**config.mk**
```make
export PLATFORM = sky130hd
export DESIGN_NAME = bram_port_arbiter
export DESIGN_NICKNAME = d
export VERILOG_FILES = /design/src/rtl/bram_port_arbiter.sv
export SDC_FILE = /design/constraint.sdc
export NUM_CORES = 1
export LEC_CHECK = 0
export ABC_AREA = 1
export BUFFER_PORTS_ARGS = -buffer_cell sky130_fd_sc_hd__buf_4
export CORE_MARGIN = 1
export CORE_UTILIZATION = 33
export CTS_CLUSTER_SIZE = 24
export DETAILED_ROUTE_END_ITERATION = 10
export GPL_ROUTABILITY_DRIVEN = 1
export PLACE_DENSITY = 0.85
export SLEW_MARGIN = 20
export SYNTH_ARGS = -nofsm -noshare
export SYNTH_HDL_FRONTEND = slang
export SYNTH_SLANG_ARGS = --single-unit
export TNS_END_PERCENT = 20
```
**constraint.sdc**
```tcl
create_clock -name i_clk -period 1.3 [get_ports i_clk]
set_input_delay 0.13 -clock i_clk [delete_from_list [all_inputs] [get_ports i_clk]]
set_output_delay 0.13 -clock i_clk [all_outputs]
set_load 0.03 [all_outputs]
```
**src/rtl/bram_port_arbiter.sv**
```systemverilog
// ============================================================================
//  Module      : bram_port_arbiter
//  Description : Shares one 512 x 16 byte-lane block RAM between an
//                instruction-fetch port (I) and a data load/store port (D).
//                D has priority; a starvation counter force-grants I after
//                STARVE_MAX consecutive refusals. A 1-deep response tag
//                routes the registered RAM read data back to the requester
//                that issued the access.
//  Revision    : 1.0 - initial release
// ============================================================================
`timescale 1ns/1ps
`default_nettype none

module bram_port_arbiter #(
  parameter int STARVE_MAX = 4
) (
  input  logic        i_clk,
  input  logic        i_rst_n,
  input  logic        i_i_req,
  input  logic [8:0]  i_i_addr,
  output logic        o_i_gnt,
  output logic        o_i_rvalid,
  output logic [15:0] o_i_rdata,
  input  logic        i_d_req,
  input  logic        i_d_we,
  input  logic        i_d_size,
  input  logic [9:0]  i_d_addr,
  input  logic [15:0] i_d_wdata,
  output logic        o_d_gnt,
  output logic        o_d_rvalid,
  output logic [15:0] o_d_rdata,
  output logic        o_d_err,
  output logic        o_bram_en,
  output logic        o_bram_we_h,
  output logic        o_bram_we_l,
  output logic [8:0]  o_bram_addr,
  output logic [7:0]  o_bram_din_h,
  output logic [7:0]  o_bram_din_l,
  input  logic [7:0]  i_bram_dout_h,
  input  logic [7:0]  i_bram_dout_l
);

  localparam logic [3:0] c_starve_max = 4'(STARVE_MAX);

  // Starvation counter and response tag
  logic [3:0] starve_q, starve_d;
  logic       tag_valid_q, tag_valid_d;
  logic       tag_own_d_q, tag_own_d_d;   // 1 = response belongs to D
  logic       tag_byte_q,  tag_byte_d;
  logic       tag_lane_q,  tag_lane_d;    // 1 = high byte lane
  logic       tag_err_q,   tag_err_d;
  logic       tag_we_q,    tag_we_d;      // writes answer with zero data

  logic force_i;
  logic i_gnt;
  logic d_gnt;
  logic d_mis;
  logic d_rsp;

  // Grant decision: D has priority unless I has been refused long enough
  always_comb begin
    force_i = i_i_req && (starve_q == c_starve_max);
    d_gnt   = i_rst_n && i_d_req && !force_i;
    i_gnt   = i_rst_n && i_i_req && !d_gnt;
    d_mis   = i_d_size && i_d_addr[0];
    o_i_gnt = i_gnt;
    o_d_gnt = d_gnt;
  end

  // Next state of the starvation counter and the response tag
  always_comb begin
    starve_d = 4'd0;
    if (i_i_req && !i_gnt) begin
      starve_d = (starve_q == c_starve_max) ? starve_q : starve_q + 4'd1;
    end
    tag_valid_d = i_gnt || d_gnt;
    tag_own_d_d = d_gnt;
    tag_byte_d  = d_gnt && !i_d_size;
    tag_lane_d  = i_d_addr[0];
    tag_err_d   = d_gnt && d_mis;
    tag_we_d    = d_gnt && i_d_we;
  end

  // RAM drive: only a legal grant touches the RAM, everything else is zero
  always_comb begin
    o_bram_en    = 1'b0;
    o_bram_we_h  = 1'b0;
    o_bram_we_l  = 1'b0;
    o_bram_addr  = 9'd0;
    o_bram_din_h = 8'd0;
    o_bram_din_l = 8'd0;
    if (i_gnt) begin
      o_bram_en   = 1'b1;
      o_bram_addr = i_i_addr;
    end else if (d_gnt && !d_mis) begin
      o_bram_en   = 1'b1;
      o_bram_addr = i_d_addr[9:1];
      if (i_d_we) begin
        if (i_d_size) begin
          o_bram_we_h  = 1'b1;
          o_bram_we_l  = 1'b1;
          o_bram_din_h = i_d_wdata[15:8];
          o_bram_din_l = i_d_wdata[7:0];
        end else begin
          // A byte store replicates the byte on both lanes; the enable picks one
          o_bram_we_h  = i_d_addr[0];
          o_bram_we_l  = !i_d_addr[0];
          o_bram_din_h = i_d_wdata[7:0];
          o_bram_din_l = i_d_wdata[7:0];
        end
      end
    end
  end

  // State registers; reset drops any in-flight response
  always_ff @(posedge i_clk or negedge i_rst_n) begin
    if (!i_rst_n) begin
      starve_q    <= 4'd0;
      tag_valid_q <= 1'b0;
      tag_own_d_q <= 1'b0;
      tag_byte_q  <= 1'b0;
      tag_lane_q  <= 1'b0;
      tag_err_q   <= 1'b0;
      tag_we_q    <= 1'b0;
    end else begin
      starve_q    <= starve_d;
      tag_valid_q <= tag_valid_d;
      tag_own_d_q <= tag_own_d_d;
      tag_byte_q  <= tag_byte_d;
      tag_lane_q  <= tag_lane_d;
      tag_err_q   <= tag_err_d;
      tag_we_q    <= tag_we_d;
    end
  end

  // Response routing from the tag and the RAM's registered read data
  always_comb begin
    d_rsp      = tag_valid_q && tag_own_d_q;
    o_i_rvalid = tag_valid_q && !tag_own_d_q;
    o_i_rdata  = o_i_rvalid ? {i_bram_dout_h, i_bram_dout_l} : 16'd0;
    o_d_rvalid = d_rsp;
    o_d_err    = d_rsp && tag_err_q;
    o_d_rdata  = 16'd0;
    if (d_rsp && !tag_err_q && !tag_we_q) begin
      if (tag_byte_q) begin
        o_d_rdata = {8'h00, (tag_lane_q ? i_bram_dout_h : i_bram_dout_l)};
      end else begin
        o_d_rdata = {i_bram_dout_h, i_bram_dout_l};
      end
    end
  end

endmodule

`default_nettype wire

```
==> impl_results.md, run 1 <==
* RR Startpoint: starve_q[0]
* Ys Warns at 0
* DR vias/cell at 4.755
* Core area at 0.003689 mm²
* Synth top cells by count: inv_1, nand2_1, nor2_1
* Top cells by area, synth: dfrtp_1, inv_1, nand2_1
* Maximum vdd drop at 0.3099 mV
* TNS Setup at -17.18 ns
* Top_reg_cell synth: dfrtp_1
* Pwr Total at 1619 µW
* GRT Util Overall at 0.2449
* WL met3 at 470 µm
* Filler cell count at approximately 230
* Clock Pin Slew Worst Setup and Hold Paths at 0.05 ns
* Uppermost layer routed: met4
* Mapped Cells at 216
* DR WL/cell at ~13 µm
* Diode count at 0
* DP Wirelength at 3740 µm
* Worst path arrival time at 1.66 ns
* R2R Path End: tag_byte_q
* Vias at 1921
* Antenna-violating nets left at 0
* Largest buffer count on any clock path at 2
* Crit path max fanout at 5
* Worst Path Required at 1.17 ns
* CTS tree: built
* Count leader, synth: inv_1
* End point of the critical path: o_bram_addr[5]
* # IOs at 122
* Final worst slack at -0.4853 ns
* Nets at about 420
* Pre-CTS setup slack at -0.2912 ns
* Static leakage power at 0.001571 µW
* Synth Area in XOR/XNOR at 0.006876
* Max-cap viol count at 0
* Fin cells at 404
* Routed met2 length at between 2000 and 3000 µm
* Met1 WL at 1821 µm
* Max Fclk at 560.1 MHz
* Avg Inst Size Synth at just under 6 µm²
* Unrepaired setup endpoints after global routing: true
* Synth area leader: dfrtp_1
* Final Max Tran Viols at 0
* Adder-cell area share of the yosys netlist at 0.01965
* DRC viols at 0
* H-tree Lvls at 1
* Largest family of logic cells by synthesized area: simple AND/OR/NAND/NOR gates
* Post-synthesis compound-gate area fraction at 0.1179
* Setup violations, final at 68
* First-pass GRT wire length at 7997 µm
* HP Class: in2reg
* FFs w/ async S/R, synth at 1.000
* Max-slew headroom at 0.5977
* Post-Syn Area at 0.001274 mm²
* Netlist cell types at 24
* CTS Root Cell: clkbuf_8
* Layout cell share with drive strength beyond 1 at 0.6039
* Cell count after placement at approximately 390
* R2R setup slack at -0.15 ns
* Initial antenna violation count at 0
* # rows at 22
* Initial core utilization at 0.3453
* Area Overhead vs Synth at 131.6%
* Total gr overflow at 0
* Outcome: complete, but fails checks
* Die ar. at 0.004112 mm²
* Simple-Gate Fraction of Synth Area at 0.4499
* Final Util at 0.7999
* # clock sinks at 10
* Final Hold Violating Endpoints at 0
* Sequential element share of the synthesized area at 0.1965
* Synth Register Bits at 10
* Net Count, Synth at ~280
* Total CTS buffers at 3
* Post-synthesis mux area share at 0
* I/O Buffers at 121
* Fin crit share at 1.373
* Largest net degree at the start of global routing at 19
* Die H at 64.13 µm
* Number of synthesized flops with an enable pin at 0
* GPL Wtd Cong at 0.7679
* Iteration-0 DRC Markers at 51
* Tmin final at 1.785 ns
* R2r worst-path depth at 10
* Worst-margin pin slew at approximately 0.6 ns
* Violated checks: negative setup slack
* Number of global-route vias before repair at 1876
* Setup CP Type: reg2out
* Drt first pass iters at 4
* Die Wd at 64.13 µm
* Crit end category: primary output
* Yosys top cell area share at 0.1965
* Worst Setup SP: starve_q[0]
* Post-Route WL at 5202 µm
* Worst setup SP type: flip-flop
* Worst Skew at 0.0003017 ns
* PwrDens at 548.6 mW/mm²
* Worst-Skew Late Latency at around 0.23 ns
[cell type report]
cell class	instances	area, µm²	area share
timing repair buffer	145	1344	0.4555
multi-input combinational	149	1059	0.3588
sequential	10	250.2	0.08482
inverter	49	196.4	0.06658
tap	48	60.06	0.02036
clock buffer	3	41.29	0.01399
[registers in the layout, indices dropped and copies added, names as in the netlist]
| register | count |
|---|---|
| tag_we_q | 1 |
| tag_err_q | 1 |
| tag_own_d_q | 1 |
| starve_q | 4 |
| tag_lane_q | 1 |
| tag_valid_q | 1 |
| tag_byte_q | 1 |
[report_power, final]
part           switching [µW]  internal [µW]
clock                     117            202
sequential               11.1            327
combinational             535            426
total                     663            956
[critical path, stage by stage, from the launching register on]
cell and delay, ns:
dfrtp_1 0.40, inv_1 0.07, ha_2 0.18, inv_2 0.04, nor2_4 0.08, nand2_2 0.08, nand2_4 0.14, buf_6 0.13
nand3_1 0.08, nand2_2 0.08, buf_6 0.12
[metal layers]
layer | vias to the layer above | global-route usage
li1 | 950 | -
met1 | 849 | 0.2451
met3 | 12 | 0.04464
met4 | 0 | 0.07778
met5 | - | 0
met2 | 110 | 0.4973
[metrics by stage]
stage | hold slack (ns) | instance area [µm²]
6_report | 0.05478 | 2950
5_1_grt | 0.04871 | 2950
4_1_cts | 0.05737 | 2848
3_5_place_dp | -0.05735 | 2524
3_3_place_gp | -0.06244 | 2524
2_1_floorplan | -0.1656 | 1458
[logic make-up (layout without fill, tap and decap cells)]
kind of cell / Yosys count / in the layout
buffers and inverters: 59 / 197
xor gates and xnor gates: 1 / 1
DFF: 10 / 10
AOI/OAI and AO/OA: 21 / 21
and+or+nand+nor: 123 / 125
adders and majority gates: 2 / 2
[worst min path at each step]
stage                      startpoint           to  slack, ns  cells after the start
after detailed placement      i_rst_n  starve_q[2]      -0.06                      1
after CTS                 i_d_addr[0]   tag_lane_q       0.06                      1
after global placement        i_rst_n   tag_lane_q      -0.06                      1
after floorplan               i_rst_n  starve_q[0]      -0.17                      0
final                     i_d_addr[0]   tag_lane_q       0.05                      1
after global routing      i_d_addr[0]   tag_lane_q       0.05                      1
[timing repair]
item,in CTS,in global routing
cloned,3,0
buffers inserted,2,1
pin swaps,6,6
gates resized for setup,63,21
hold buffers,1,1
endpoints found under the setup margin,67,70
endpoints found under the hold margin,10,2
[placed cells by master, fill, tap and decap left out, types with 2 or more instances in the layout]
cell      count
buf_4        84
buf_6        56
inv_1        43
nand2_1      35
nor2_4       24
o211ai_1     17
nor2_1       14
nor2_2       13
nand2_2      12
dfrtp_1      10
nand4_1       9
nand3_2       7
nand3_1       4
inv_2         3
nand2_8       3
o21ai_0       3
clkbuf_8      3
buf_12        3
nand2_4       2
nor3_4        2
Power figures use the tool's default switching activity.
==> run 2: changes to the inputs <==
- CORE_MARGIN: 1 -> 2
- CORE_UTILIZATION: 33 -> 34
- CTS_BUF_LIST: default -> sky130_fd_sc_hd__clkbuf_2 sky130_fd_sc_hd__clkbuf_4 sky130_fd_sc_hd__clkbuf_8
- PLACE_DENSITY: 0.85 -> 0.87
==> run 2 against run 1 <==
  * The flow still finishes with violations (negative setup slack)
  * First-iteration DRC count is 27% higher
  * Sequential power hardly changed
  * Global-route usage is 2.0 points higher
  * Register-to-register slack worse by 0.06 ns
  * Critical path depth is 1 higher
  * Utilization is 4.6 points higher
  * Power is 8.5% higher
  * Combinational power is 5% higher
  * Non-clock buffer count is 3 higher
  * Via count is 3.5% higher
  * Fmax is 0.15% lower
  * Hold slack worse by 0.011 ns
  * Largest cell class unchanged
  * Largest power group unchanged
  * Highest routed layer unchanged
==> impl_results.md, run 2 (synthesized netlist as in run 1, its figures left out) <==
* Outcome: complete, but fails checks (unchanged)
* Violated checks: negative setup slack (unchanged)
* Highest cell delay on the worst timing path at 0.39 ns (was 0.40 ns)
* Reg area at 250.2 µm² (unchanged)
* Initial core utilization at 0.3506 (was 0.3453)
* DR WL/cell at 14.62 µm (was 12.88 µm)
* Number of global-route vias before repair at 2005 (was 1876)
* HP Class: in2reg (unchanged)
* Most common cell after layout, fill and taps aside: buf_4 (unchanged)
* Iteration-0 DRC Markers at 65 (was 51)
* Final worst slack at -0.4879 ns (was -0.4853 ns)
* Final Hold Violating Endpoints at 0 (unchanged)
* CTS tree: built (unchanged)
* Largest buffer count on any clock path at 2 (unchanged)
* Die ar. at 0.004252 mm² (was 0.004112 mm²)
* First-pass GRT wire length at 8880 µm (was 7997 µm)
* CP cell instances: inv_2 > ha_4 > inv_2 > nor2_4 > nand2_2 > nand2_4 > buf_4 > buf_12 > nand3_1 > nand2_1 > buf_6 (was inv_1 > ha_2 > inv_2 > nor2_4 > nand2_2 > nand2_4 > buf_6 > nand3_1 > nand2_2 > buf_6)
* Filler cell count at 208 (was 231)
* Total gr overflow at 0 (unchanged)
* Setup CP Type: reg2out (unchanged)
* Worst path arrival time at 1.66 ns (about the same)
* Final Max Tran Viols at 0 (unchanged)
* Clock Pin Slew Worst Setup and Hold Paths at 0.05 ns (about the same)
* Maximum vdd drop at 0.4090 mV (was 0.3099 mV)
* Worst Skew at 0.003702 ns (was 0.0003017 ns)
* Nets at 421 (was 417)
* Sw Pwr at 716.7 µW (was 662.8 µW)
* Final Util at 0.8454 (was 0.7999)
* Drt first pass iters at 4 (unchanged)
* Biggest register: starve_q (unchanged)
* Cell Int Power at 1040 µW (was 955.8 µW)
* Antenna-violating nets left at 0 (unchanged)
* Max-cap viol count at 0 (unchanged)
* Largest net degree at the start of global routing at 19 (unchanged)
* Crit path max fanout at 6 (was 5)
* Worst-margin pin slew at 0.7321 ns (was 0.6020 ns)
* Pwr Total at 1756 µW (was 1619 µW)
* CTS Root Cell: clkbuf_8 (unchanged)
* Core area at 0.003633 mm² (was 0.003689 mm²)
* Worst-Skew Late Latency at 0.24 ns (was 0.23 ns)
* PwrDens at 571.8 mW/mm² (was 548.6 mW/mm²)
* # IOs at 122 (unchanged)
* # clock sinks at 10 (unchanged)
* Diode count at 0 (unchanged)
* GPL Wtd Cong at 0.7828 (was 0.7679)
* Layout cell share with drive strength beyond 1 at 0.6122 (was 0.6039)
* Max Fclk at 559.3 MHz (was 560.1 MHz)
* Reg power frac at 0.192 (was 0.209)
* Initial antenna violation count at 0 (unchanged)
* DP Wirelength at 3762 µm (was 3740 µm)
* CP dominant cell by count: inv_2
* Post-Route WL at 5979 µm (was 5202 µm)
* Area Overhead vs Synth at 141.2% (was 131.6%)
* Slowest-stage cell, CP: dfrtp_1 (unchanged)
* Commonest non-fill, non-tap cells in the layout: buf_4, buf_6, inv_1, nand2_1, nor2_4 (unchanged)
* Static leakage power at 0.001605 µW (was 0.001571 µW)
* Crit end category: primary output (unchanged)
* Worst Path Required at 1.17 ns (about the same)
* Setup violations, final at 69 (was 68)
* Die H at 65.21 µm (was 64.13 µm)
* Tmin final at 1.788 ns (was 1.785 ns)
* Max FFs per register at 4 (unchanged)
* DRC viols at 0 (unchanged)
* Die Wd at 65.21 µm (was 64.13 µm)
* Vias at 1989 (was 1921)
* DR vias/cell at 4.863 (was 4.755)
* GRT Util Overall at 0.2653 (was 0.2449)
* Footprint of the multi-input gates at 0.001106 mm² (was 0.001059 mm²)
* Comb power frac at 0.575 (was 0.594)
* TNS Setup at -19.28 ns (was -17.18 ns)
* # rows at 22 (unchanged)
* Clk pwr share at 0.234 (was 0.197)
* I/O Buffers at 121 (unchanged)
* Worst setup SP type: flip-flop (unchanged)
* Fin Hold WS at 0.04375 ns (was 0.05478 ns)
* H-tree Lvls at 1 (unchanged)
* Fin crit share at 1.375 (was 1.373)
* Total CTS buffers at 3 (unchanged)
* Max-slew headroom at 0.5108 (was 0.5977)
* Unrepaired setup endpoints after global routing: true (unchanged)
* Switching share of power at 0.4080 (was 0.4095)
==> run 2: cell count changes in the layout (fill, tap and decap cells not counted), sizes merged <==
| cell | delta |
|---|---|
| clkinv | +1 |
| clkbuf | +1 |
| dlymetal6s4s | -1 |
| nand2 | +1 |
| buf | +4 |
| inv | -1 |
==> run 2: per-stage QoR <==
step / cells / instance area (µm²) / setup slack (ns)
2_1_floorplan: 216 / 1458 / -0.2279
3_3_place_gp: 392 / 2516 / -0.2283
3_5_place_dp: 392 / 2516 / -0.2616
4_1_cts: 405 / 2942 / -0.4752
5_1_grt: 409 / 3072 / -0.5628
6_report: 409 / 3072 / -0.4879
==> run 2: cell type report <==
cell class,count,area share
Multi-Input combinational cell,150,0.3601
Timing Repair Buffer,148,0.4509
Clock buffer,4,0.01792
Sequential cell,10,0.08147
Inverter,49,0.07006
Tap cell,48,0.01955
==> run 2: critical path: cells and delay by family, from the launching register on <==
kind	cells	cell delay [ns]
fa+ha+maj	1	0.13
flops	1	0.39
buf+inv	5	0.47
simple gates	5	0.43
==> run 2: final timing paths <==
| check | start | to | slack (ns) | cells past startpoint |
|---|---|---|---|---|
| max in group asynchronous | i_rst_n | starve_q[1] | 0.45 | 3 |
| min in group asynchronous | i_rst_n | tag_own_d_q | 0.52 | 3 |
| worst min register to register | starve_q[0] | starve_q[0] | 0.59 | 2 |
| worst max register to register | starve_q[1] | starve_q[1] | -0.21 | 11 |
| worst max-delay path | starve_q[1] | o_bram_addr[1] | -0.49 | 11 |
| worst min-delay path | i_d_addr[0] | tag_lane_q | 0.04 | 1 |
==> run 2: what timing repair did <==
| action | CTS | global route |
|---|---|---|
| hold buffers | 1 | 0 |
| pin swaps | 7 | 9 |
| setup endpoints to repair | 65 | 69 |
| resized for setup | 65 | 34 |
| endpoints found under the hold margin | 10 | 0 |
| setup buffers | 4 | 6 |
| gates cloned | 4 | 0 |
==> run 2: power groups by stage <==
stage               Combinational (µW)  Sequential (µW)  Clock, µW
CTS                                959              335        408
floorplan                          468              342          0
finish                            1010              337        410
global route                      1070              338        429
global placement                   813              339          0
detailed placement                 828              340          0
==> run 2: metal layers <==
layer	GRT usage	wire length, µm
met4	0.1120	135
met1	0.2643	2100
met5	0	0
met3	0.06164	460
met2	0.5179	3282
==> run 3: changes to the inputs <==
- clock period: 1.3 -> 1.64 ns (I/O delays scaled with it)
==> run 3 against run 2 <==
  * Via count is 8.3% lower
  * Final area shrank 19%
  * Highest routed layer unchanged
  * The run still ends with negative setup slack left
  * Sequential power is 21% lower
  * Non-clock buffer count down 15
  * Hold slack better by 0.034 ns
  * Critical path type unchanged
  * Largest cell class unchanged
==> impl_results.md, run 3 (synthesized netlist as in run 1, its figures left out) <==
* # IOs at 122 (unchanged)
* Die Wd at 65.21 µm (unchanged)
* Worst path arrival time at 1.63 ns (was 1.66 ns)
* Number of global-route vias before repair at 1795 (was 2005)
* Worst Skew at 0.006364 ns (was 0.003702 ns)
* Cell area after layout at 0.002496 mm² (was 0.003072 mm²)
* Static leakage power at 0.001452 µW (was 0.001605 µW)
* First-pass GRT wire length at 7134 µm (was 8880 µm)
* Core area at 0.003633 mm² (unchanged)
* Unrepaired setup endpoints after global routing: true (unchanged)
* Setup CP Type: reg2out (unchanged)
* Worst setup SP type: flip-flop (unchanged)
* Antenna-violating nets left at 0 (unchanged)
* PwrDens at 485.6 mW/mm² (was 571.8 mW/mm²)
* Total gr overflow at 0 (unchanged)
* Violated checks: negative setup slack (unchanged)
* GPL Wtd Cong at 0.7322 (was 0.7828)
* # clock sinks at 10 (unchanged)
* I/O Buffers at 121 (unchanged)
* Clock Pin Slew Worst Setup and Hold Paths at 0.05 ns (about the same)
* Commonest non-fill, non-tap cells in the layout: buf_4, inv_1, nand2_1, nor2_1, buf_6 (was buf_4, buf_6, inv_1, nand2_1, nor2_4)
* Max-slew headroom at 0.5660 (was 0.5108)
* DR WL/cell at 11.65 µm (was 14.62 µm)
* Nets at 404 (was 421)
* HP Class: in2reg (unchanged)
* # rows at 22 (unchanged)
* Tmin final at about 1.8 ns
* Die ar. at 0.004252 mm² (unchanged)
* Drt first pass iters at 4 (unchanged)
* Placed inst area at 0.002222 mm² (was 0.002516 mm²)
* Pwr Total at 1212 µW (was 1756 µW)
* Outcome: complete, but fails checks (unchanged)
* R2R setup slack at 0.24 ns (was -0.21 ns)
* Post-Route WL at 4568 µm (was 5979 µm)
* Fin cells at 392 (was 409)
* Total CTS buffers at 3 (unchanged)
* Final Max Tran Viols at 0 (unchanged)
* Final Hold Violating Endpoints at 0 (unchanged)
* Final worst slack at -0.1573 ns (was -0.4879 ns)
* Diode count at 0 (unchanged)
* CTS tree: built (unchanged)
* H-tree Lvls at 1 (unchanged)
* CTS Root Cell: clkbuf_8 (unchanged)
* Cell count after placement at 381 (was 392)
* Biggest register: starve_q (unchanged)
* DR vias/cell at 4.653 (was 4.863)
* Vias at 1824 (was 1989)
* GRT Util Overall at 0.2062 (was 0.2653)
* Iteration-0 DRC Markers at 62 (was 65)
* Largest buffer count on any clock path at 2 (unchanged)
* DP Wirelength at 3384 µm (was 3762 µm)
* Layout cell share with drive strength beyond 1 at 0.5087 (was 0.6122)
* Crit path max fanout at 6 (unchanged)
* Max Fclk at 556.4 MHz
* Worst-margin pin slew at 0.6494 ns (was 0.7321 ns)
* Filler cell count at 292 (was 208)
* Largest net degree at the start of global routing at 20 (was 19)
* Worst-Skew Late Latency at 0.24 ns (about the same)
* Fin crit share at 1.096
* Area Overhead vs Synth at 95.97% (was 141.2%)
* Fin Hold WS at 0.07760 ns (was 0.04375 ns)
* Crit end category: primary output (unchanged)
* Max FFs per register at 4 (unchanged)
* Initial antenna violation count at 0 (unchanged)
* Die H at 65.21 µm (unchanged)
* Maximum vdd drop at 0.2951 mV (was 0.4090 mV)
* Most common cell after layout, fill and taps aside: buf_4 (unchanged)
* Max-cap viol count at 0 (unchanged)
* Initial core utilization at 0.3506 (unchanged)
* Setup violations, final at 30 (was 69)
* DRC viols at 0 (unchanged)
* Worst Path Required at 1.48 ns (was 1.17 ns)
[run 3: cell type report]
cell class                      count  area, µm²  share of cell area
Inverter                           49      193.9             0.07769
Sequential cell                    10      250.2              0.1003
Tap cell                           48      60.06             0.02406
Clock buffer                        4      55.05             0.02206
Timing Repair Buffer              133       1087              0.4356
Multi-Input combinational cell    148      849.6              0.3404
[run 3: timing repair]
| item | CTS | global route |
|---|---|---|
| cloned | 1 | 0 |
| hold buffers | 1 | 0 |
| buffers inserted | 3 | 2 |
| hold endpoints to repair | 10 | 0 |
| pin swaps | 4 | 5 |
| endpoints found under the setup margin | 36 | 46 |
| gates resized for setup | 28 | 16 |
[run 3: worst paths after layout]
kind	startpoint	depth (start not counted)	to
max	starve_q[0]	10	o_bram_addr[2]
min reg2reg	starve_q[1]	3	starve_q[1]
min	i_d_addr[0]	1	tag_lane_q
min in group asynchronous	i_rst_n	2	starve_q[0]
max reg2reg	starve_q[0]	9	starve_q[0]
max in group asynchronous	i_rst_n	2	tag_byte_q
[run 3: metal layers]
metal | global-route usage | vias up | wire, µm
met4 | 0.08854 | 0 | 70
met3 | 0.05651 | 10 | 536
li1 | - | 922 | -
met2 | 0.3852 | 98 | 2251
met5 | 0 | - | 0
met1 | 0.2138 | 794 | 1710
[run 3: report_power, final]
group / internal [µW] / switching [µW] / leakage [µW] / total (µW)
combinational: 274 / 361 / 0.00129 / 634
clock: 211 / 99.2 / 0.0000288 / 310
sequential: 259 / 8.22 / 0.000131 / 267
total: 744 / 468 / 0.00145 / 1210
[run 3: through the flow]
stage                     TNS, ns    util  worst slack [ns]
after floorplan                 0       -           0.01011
after global placement          0  0.6116           0.08760
after detailed placement        0  0.6116           0.05378
after CTS                  -3.098  0.6670           -0.1282
after global routing       -6.554  0.6870           -0.2413
final                      -3.230  0.6870           -0.1573
[run 3: critical path, stage by stage (launching register included)]
cell and delay, ns:
dfrtp_1 0.38, inv_1 0.06, ha_2 0.19, inv_2 0.05, nor2_4 0.09, nand2_2 0.08, nand2_4 0.11, buf_6 0.15
nand3_2 0.08, nand2_2 0.07, buf_6 0.13
